===== src/rtl/seg7_pkg.sv =====
`default_nettype none
// ============================================================================
// Module   : seg7_pkg
// Purpose  : Shared 7-segment definitions. Holds the BCD code type, the
//            segment pattern type and the pattern constants (abcdefg order,
//            bit 6 = segment a, bit 0 = segment g, active-high).
// Contents : seg_code_t, seg_pat_t, SEG_0..SEG_9, SEG_DASH, SEG_OFF
// Revision : 1.0 - initial release
// ============================================================================
package seg7_pkg;

  // 4-bit digit code as it arrives from the counters (0..9 valid, 10..15 not)
  typedef logic [3:0] seg_code_t;

  // 7-bit segment pattern, abcdefg
  typedef logic [6:0] seg_pat_t;

  localparam seg_pat_t SEG_0    = 7'b1111110;
  localparam seg_pat_t SEG_1    = 7'b0110000;
  localparam seg_pat_t SEG_2    = 7'b1101101;
  localparam seg_pat_t SEG_3    = 7'b1111001;
  localparam seg_pat_t SEG_4    = 7'b0110011;
  localparam seg_pat_t SEG_5    = 7'b1011011;
  localparam seg_pat_t SEG_6    = 7'b1011111;
  localparam seg_pat_t SEG_7    = 7'b1110000;
  localparam seg_pat_t SEG_8    = 7'b1111111;
  localparam seg_pat_t SEG_9    = 7'b1111011;

  // Invalid codes show a centre dash so a corrupted digit is visible
  localparam seg_pat_t SEG_DASH = 7'b0000001;
  localparam seg_pat_t SEG_OFF  = 7'b0000000;

endpackage
`default_nettype wire


===== src/rtl/bcd_to_seg7.sv =====
`default_nettype none
// ============================================================================
// Module   : bcd_to_seg7
// Purpose  : Purely combinational BCD to 7-segment decoder. Codes 10..15
//            decode to a dash. Reusable anywhere a single digit is decoded.
// Ports    : code_i [3:0] - BCD code in
//            seg_o  [6:0] - segment pattern out, abcdefg, active-high
// Revision : 1.0 - initial release
// ============================================================================
module bcd_to_seg7
  import seg7_pkg::*;
(
  input  seg_code_t code_i,
  output seg_pat_t  seg_o
);

  always_comb begin
    case (code_i)
      4'd0:    seg_o = SEG_0;
      4'd1:    seg_o = SEG_1;
      4'd2:    seg_o = SEG_2;
      4'd3:    seg_o = SEG_3;
      4'd4:    seg_o = SEG_4;
      4'd5:    seg_o = SEG_5;
      4'd6:    seg_o = SEG_6;
      4'd7:    seg_o = SEG_7;
      4'd8:    seg_o = SEG_8;
      4'd9:    seg_o = SEG_9;
      default: seg_o = SEG_DASH;
    endcase
  end

endmodule
`default_nettype wire


===== src/rtl/display_mux.sv =====
`default_nettype none
// ============================================================================
// Module   : display_mux
// Purpose  : Time-multiplexed BCD to 7-segment driver. Latches N_DIGITS BCD
//            digits on a load strobe and scans them one slot at a time onto
//            a shared segment bus, with per-digit blank/blink, leading-zero
//            suppression and one dark (dead) cycle at the end of each slot.
// Params   : N_DIGITS     - digits scanned (2..8)
//            SCAN_DIV     - clock cycles per digit slot (>= 2)
//            BLINK_FRAMES - frames per blink half-period (>= 1)
// Ports    : clk         - system clock, rising edge
//            reset       - asynchronous active-high reset
//            digits_in   - BCD digits, digit i at [4i+3:4i], digit 0 rightmost
//            load        - one-cycle strobe capturing digits_in
//            blank_mask  - bit i forces digit i dark
//            blink_mask  - bit i makes digit i blink
//            lz_suppress - enables leading-zero suppression
//            seg_out     - segments abcdefg, active-high (registered)
//            digit_sel   - one-hot digit enable, 0 in dead cycle (registered)
//            frame_done  - one-cycle pulse as the scan returns to digit 0
// Revision : 1.0 - initial release
// ============================================================================
module display_mux
  import seg7_pkg::*;
#(
  parameter int N_DIGITS     = 4,
  parameter int SCAN_DIV     = 1000,
  parameter int BLINK_FRAMES = 64
) (
  input  logic                  clk,
  input  logic                  reset,
  input  logic [4*N_DIGITS-1:0] digits_in,
  input  logic                  load,
  input  logic [N_DIGITS-1:0]   blank_mask,
  input  logic [N_DIGITS-1:0]   blink_mask,
  input  logic                  lz_suppress,
  output logic [6:0]            seg_out,
  output logic [N_DIGITS-1:0]   digit_sel,
  output logic                  frame_done
);

  localparam int IDX_W  = (N_DIGITS > 1) ? $clog2(N_DIGITS) : 1;
  localparam int DIV_W  = (SCAN_DIV > 1) ? $clog2(SCAN_DIV) : 1;
  localparam int FCNT_W = $clog2(BLINK_FRAMES + 1);

  localparam logic [DIV_W-1:0]  DIV_LAST  = DIV_W'(SCAN_DIV - 1);
  localparam logic [IDX_W-1:0]  IDX_LAST  = IDX_W'(N_DIGITS - 1);
  localparam logic [FCNT_W-1:0] FCNT_LAST = FCNT_W'(BLINK_FRAMES - 1);

  // --------------------------------------------------------------------------
  // State
  // --------------------------------------------------------------------------
  logic [4*N_DIGITS-1:0] shadow_q, shadow_d;
  logic [DIV_W-1:0]      div_q, div_d;
  logic [IDX_W-1:0]      idx_q, idx_d;
  logic [FCNT_W-1:0]     frame_cnt_q, frame_cnt_d;
  logic                  blink_q, blink_d;
  logic                  wrap_q, wrap_d;
  logic [6:0]            seg_q, seg_d;
  logic [N_DIGITS-1:0]   sel_q, sel_d;
  logic                  frame_done_q, frame_done_d;

  // --------------------------------------------------------------------------
  // Combinational helpers
  // --------------------------------------------------------------------------
  logic                div_end;
  seg_code_t           cur_code;
  seg_pat_t            cur_pat;
  logic                cur_blank;
  logic                cur_blink;
  logic                cur_lz;
  logic                cur_dark;
  logic [N_DIGITS-1:0] sel_hot;

  // upper_zero[i] = shadow digits N_DIGITS-1..i are all zero
  logic [N_DIGITS:0]   upper_zero;
  logic [N_DIGITS-1:0] lz_dark;

  assign upper_zero[N_DIGITS] = 1'b1;

  for (genvar gi = 0; gi < N_DIGITS; gi++) begin : g_lz
    assign upper_zero[gi] = (shadow_q[4*gi +: 4] == 4'd0) && upper_zero[gi+1];
    if (gi == 0) begin : g_lz_digit0
      // The rightmost digit always shows, so an all-zero value reads "0"
      assign lz_dark[gi] = 1'b0;
    end else begin : g_lz_upper
      assign lz_dark[gi] = lz_suppress && upper_zero[gi];
    end
  end

  // --------------------------------------------------------------------------
  // Scan sequencing: divider, index, frame and blink counters
  // --------------------------------------------------------------------------
  always_comb begin
    shadow_d    = load ? digits_in : shadow_q;

    div_end     = (div_q == DIV_LAST);
    div_d       = div_end ? '0 : div_q + 1'b1;

    idx_d       = idx_q;
    if (div_end) begin
      idx_d = (idx_q == IDX_LAST) ? '0 : idx_q + 1'b1;
    end

    // The index wraps at the dead-cycle edge; frame_done must coincide with
    // digit 0 reappearing one edge later, so the wrap is delayed by a flop.
    wrap_d       = div_end && (idx_q == IDX_LAST);
    frame_done_d = wrap_q;

    frame_cnt_d = frame_cnt_q;
    blink_d     = blink_q;
    if (wrap_q) begin
      if (frame_cnt_q == FCNT_LAST) begin
        frame_cnt_d = '0;
        blink_d     = ~blink_q;
      end else begin
        frame_cnt_d = frame_cnt_q + 1'b1;
      end
    end
  end

  // --------------------------------------------------------------------------
  // Per-slot selection of the active digit's code and mask bits
  // --------------------------------------------------------------------------
  always_comb begin
    cur_code  = '0;
    cur_blank = 1'b0;
    cur_blink = 1'b0;
    cur_lz    = 1'b0;
    sel_hot   = '0;
    for (int i = 0; i < N_DIGITS; i++) begin
      if (idx_q == IDX_W'(i)) begin
        cur_code   = shadow_q[4*i +: 4];
        cur_blank  = blank_mask[i];
        cur_blink  = blink_mask[i];
        cur_lz     = lz_dark[i];
        sel_hot[i] = 1'b1;
      end
    end
  end

  bcd_to_seg7 u_dec (
    .code_i (cur_code),
    .seg_o  (cur_pat)
  );

  // --------------------------------------------------------------------------
  // Output next-state
  // --------------------------------------------------------------------------
  always_comb begin
    // The phase being entered at this edge is used so that the first cycle
    // of a new blink half-period already follows the new phase.
    cur_dark = cur_blank || (cur_blink && blink_d) || cur_lz;

    seg_d = SEG_OFF;
    sel_d = '0;
    if (!div_end) begin
      sel_d = sel_hot;
      // Blanking takes precedence over everything, including the dash
      seg_d = cur_dark ? SEG_OFF : cur_pat;
    end
  end

  // --------------------------------------------------------------------------
  // Registers
  // --------------------------------------------------------------------------
  always_ff @(posedge clk or posedge reset) begin
    if (reset) begin
      shadow_q     <= '0;
      div_q        <= '0;
      idx_q        <= '0;
      frame_cnt_q  <= '0;
      blink_q      <= 1'b0;
      wrap_q       <= 1'b0;
      seg_q        <= SEG_OFF;
      sel_q        <= '0;
      frame_done_q <= 1'b0;
    end else begin
      shadow_q     <= shadow_d;
      div_q        <= div_d;
      idx_q        <= idx_d;
      frame_cnt_q  <= frame_cnt_d;
      blink_q      <= blink_d;
      wrap_q       <= wrap_d;
      seg_q        <= seg_d;
      sel_q        <= sel_d;
      frame_done_q <= frame_done_d;
    end
  end

  assign seg_out    = seg_q;
  assign digit_sel  = sel_q;
  assign frame_done = frame_done_q;

endmodule
`default_nettype wire


===== config.mk =====
export PLATFORM = sky130hd
export DESIGN_NAME = display_mux
export DESIGN_NICKNAME = d
export VERILOG_FILES = /design/src/rtl/seg7_pkg.sv /design/src/rtl/bcd_to_seg7.sv /design/src/rtl/display_mux.sv
export SDC_FILE = /design/constraint.sdc
export NUM_CORES = 1
export LEC_CHECK = 0
export BUFFER_PORTS_ARGS = -buffer_cell sky130_fd_sc_hd__buf_2
export CAP_MARGIN = 20
export CORE_ASPECT_RATIO = 1.25
export CORE_MARGIN = 3
export CORE_UTILIZATION = 55
export CTS_BUF_LIST = sky130_fd_sc_hd__clkbuf_16
export DETAILED_ROUTE_END_ITERATION = 8
export PLACE_DENSITY = 0.78
export SETUP_SLACK_MARGIN = 0.2
export SLEW_MARGIN = 20
export SYNTH_ARGS = -nofsm -noshare
export SYNTH_HDL_FRONTEND = slang
export SYNTH_SLANG_ARGS = --single-unit

===== constraint.sdc =====
create_clock -name clk -period 2.8 [get_ports clk]
set_input_delay 0.14 -clock clk [delete_from_list [all_inputs] [get_ports clk]]
set_output_delay 0.14 -clock clk [all_outputs]
set_load 0.05 [all_outputs]

==> impl_metrics.toml <==
[sta]
finClkSkew_ps = 4.09
final-setup-viol-count = 0
hold_slack_ps = -12.5
relSlewSlack = 0.456
period_minus_slack_ps = 2420
max_slew.worst_pin.slew_ps = 815
hold_viol_final = 49
finalCritPeriodShare = 0.866
max_freq_mhz = 413
fin_setup_tns_ps = 0
slew_violations = 0
rsz0062_at_grt = "no"

[route]
ant_nets = 0
wl_per_cell_um = 14.9
viasPerCell = 5.51
drt_iter0_markers = 86
drcViolationCount = 0
finalWirelength_um = 4550
vias = 1680
firstDrtPassIters = 4

[synthesis]
seq_area_frac_synth = 0.513
avgSynthCellArea_um2 = 11.5
synth_cells = 207
synth_cell_types = 52
synth_edf_count = 0
synth-seq-cells = 49
synthArstFlopShare = 1.00
synthFlopType = "dfrtp_1"
yosys_warnings = 0
synthesis.nets = 246
synth_top_area_cell = "dfrtp_1"
ys_top_cells_by_area = "dfrtp_1 (51%), mux2_2 (7.1%), ha_1 (5.8%)"
syn_area_um2 = 2390
netlist.area_leader.share = 0.513

[finish]
fillCellCount = 363
drive_above_1_share = 0.301
n_antenna_cell = 0
layout.cells.non_filler = 305
nets = 287
syn_to_final_growth_pct = 16.1

[clocking]
clk_path_buf_depth = 2
clock-sinks = 49
htreeDepth = 2
clk_latency_ps = 280
clockRootBuffer = "clkbuf_16"
numCtsBuffers = 5
cts_tree = "yes"
cts.clk_slew.worst_paths_ps = 60

[worst_setup_path]
arrival_ps = 2630
critPathLaunchType = "flop"
path_class = "reg2reg"
worst_ep_required_time_ps = 3000
setup.worst_path.end_class = "flop"
critPathMaxFanout = 11

[worst_hold_path]
hold_class = "in2async"

[place]
dp.cells = 297
place.gp.congestion = 0.785
port_buffers = 39
hpwl_um = 3300

[floorplanning]
coreArea_um2 = 4130
pin_count = 40
die_w_um = 64.9
start_util = 0.578
die_y_um = 79.7
rows = 26
die-area_um2 = 5170

[grt]
grt_pass1_wl_um = 8000
grt_max_degree = 50
grt_pass1_vias = 1768
antenna_found_initial = 0
grt.overflow.total = 0
track_usage = 0.201

[power_and_ir_drop]
p_leak_nw = 1.28
power_density_nw_per_um2 = 547
vdd_drop_max_uv = 410

[outcome]
run_status = "finished with violations"
violations = "negative hold slack"

[run]
cap_viol_max_count = 0
[where the power goes]
part | internal [mW] | total (mW) | switching [mW]
clock network | 0.323 | 0.566 | 0.243
logic | 0.0748 | 0.187 | 0.112
registers | 0.742 | 0.765 | 0.0224
total | 1.14 | 1.52 | 0.378
[final cells by class]
cell class                      count  area, um^2  area share
Clock inverter                      3        12.5     0.00451
Sequential cell                    49        1230       0.442
Inverter                           11        42.5      0.0153
Tap cell                           56        70.1      0.0253
Multi-Input combinational cell    141        1090       0.394
Timing Repair Buffer               40         203      0.0731
Clock buffer                        5         125      0.0451
[cells in the final DEF, fill, tap and decap left out, types with 3 or more instances in the layout]
cell type,instances
a21oi_1,10
a22oi_1,3
buf_2,39
clkbuf_16,5
dfrtp_1,49
ha_1,10
inv_1,8
mux2_2,15
nand2_1,12
nand2b_1,3
nand3_1,6
nand4_1,5
nor2_1,13
nor2b_1,4
o21ai_0,4
xnor2_1,5
xor2_1,5
[worst max-delay path, cell delays in order (launching register included)]
cell and delay (ps):
dfrtp_1 400, inv_1 110, ha_2 300, and2b_1 240, a22oi_1 280, a21oi_2 140, inv_1 130, ha_1 260
mux2_4 280, a211oi_2 210
[sequential cells by signal, summed over array words and instances, names as in the netlist]
| signal | flops |
|---|---|
| blink_q | 1 |
| frame_done | 1 |
| seg_out | 7 |
| div_q | 10 |
| shadow_q | 16 |
| frame_done_d | 1 |
| digit_sel | 4 |
| idx_q | 2 |
| frame_cnt_q | 7 |
[timing repair]
action | CTS | global route
buffers inserted | 0 | 0
setup endpoints to repair | 0 | 2
hold buffers | 0 | 0
gates resized for setup | 0 | 2
[metal layers]
| metal | part of all wire | up-vias | track usage |
|---|---|---|---|
| li1 | - | 817 | - |
| met1 | 0.41 | 814 | 0.234 |
| met2 | 0.53 | 41 | 0.360 |
| met3 | 0.041 | 8 | 0.0423 |
| met4 | 0.017 | 0 | 0.0719 |
| met5 | 0 | - | 0 |
[cells by family after synthesis]
logic type | share of synthesized area
AND/OR/NAND/NOR | 0.140
multiplexers | 0.0859
adder cells (fa/ha/maj) | 0.0576
AO/OA/AOI/OAI | 0.135
XOR/XNOR | 0.0367
buffers and inverters | 0.0314
flip-flops | 0.513
[Yosys cell counts, types with 3 or more instances]
| cell type | n |
|---|---|
| o21ai_0 | 4 |
| xor2_1 | 5 |
| nand3_1 | 6 |
| nor2b_1 | 4 |
| xnor2_1 | 5 |
| a21oi_1 | 11 |
| dfrtp_1 | 49 |
| a22oi_1 | 3 |
| ha_1 | 11 |
| nand4_1 | 5 |
| mux2_2 | 15 |
| nand2_1 | 12 |
| buf_2 | 3 |
| nand2b_1 | 3 |
| inv_1 | 9 |
| nor2_1 | 13 |
[per-stage QoR]
stage / area (um^2) / util / setup WS [ps] / total power, mW
floorplan: 2390 / - / 630 / 0.907
global placement: 2630 / 0.636 / 395 / 0.959
detailed placement: 2630 / 0.636 / 336 / 0.964
CTS: 2770 / 0.669 / 287 / 1.53
global route: 2770 / 0.671 / 216 / 1.58
finish: 2770 / 0.671 / 376 / 1.52
[final timing paths]
check                        startpoint  depth (start not counted)  slack, ps           to
max in group asynchronous         reset                          2       2330   seg_out[2]
min reg2reg                    div_q[0]                          1        460     div_q[0]
min in group clk           digits_in[6]                          2         80  shadow_q[6]
max reg2reg                    idx_q[1]                          9        380   seg_out[3]
max                            idx_q[1]                          9        380   seg_out[3]
min                               reset                          2        -10  shadow_q[2]
(Power assumes the default switching activity.)
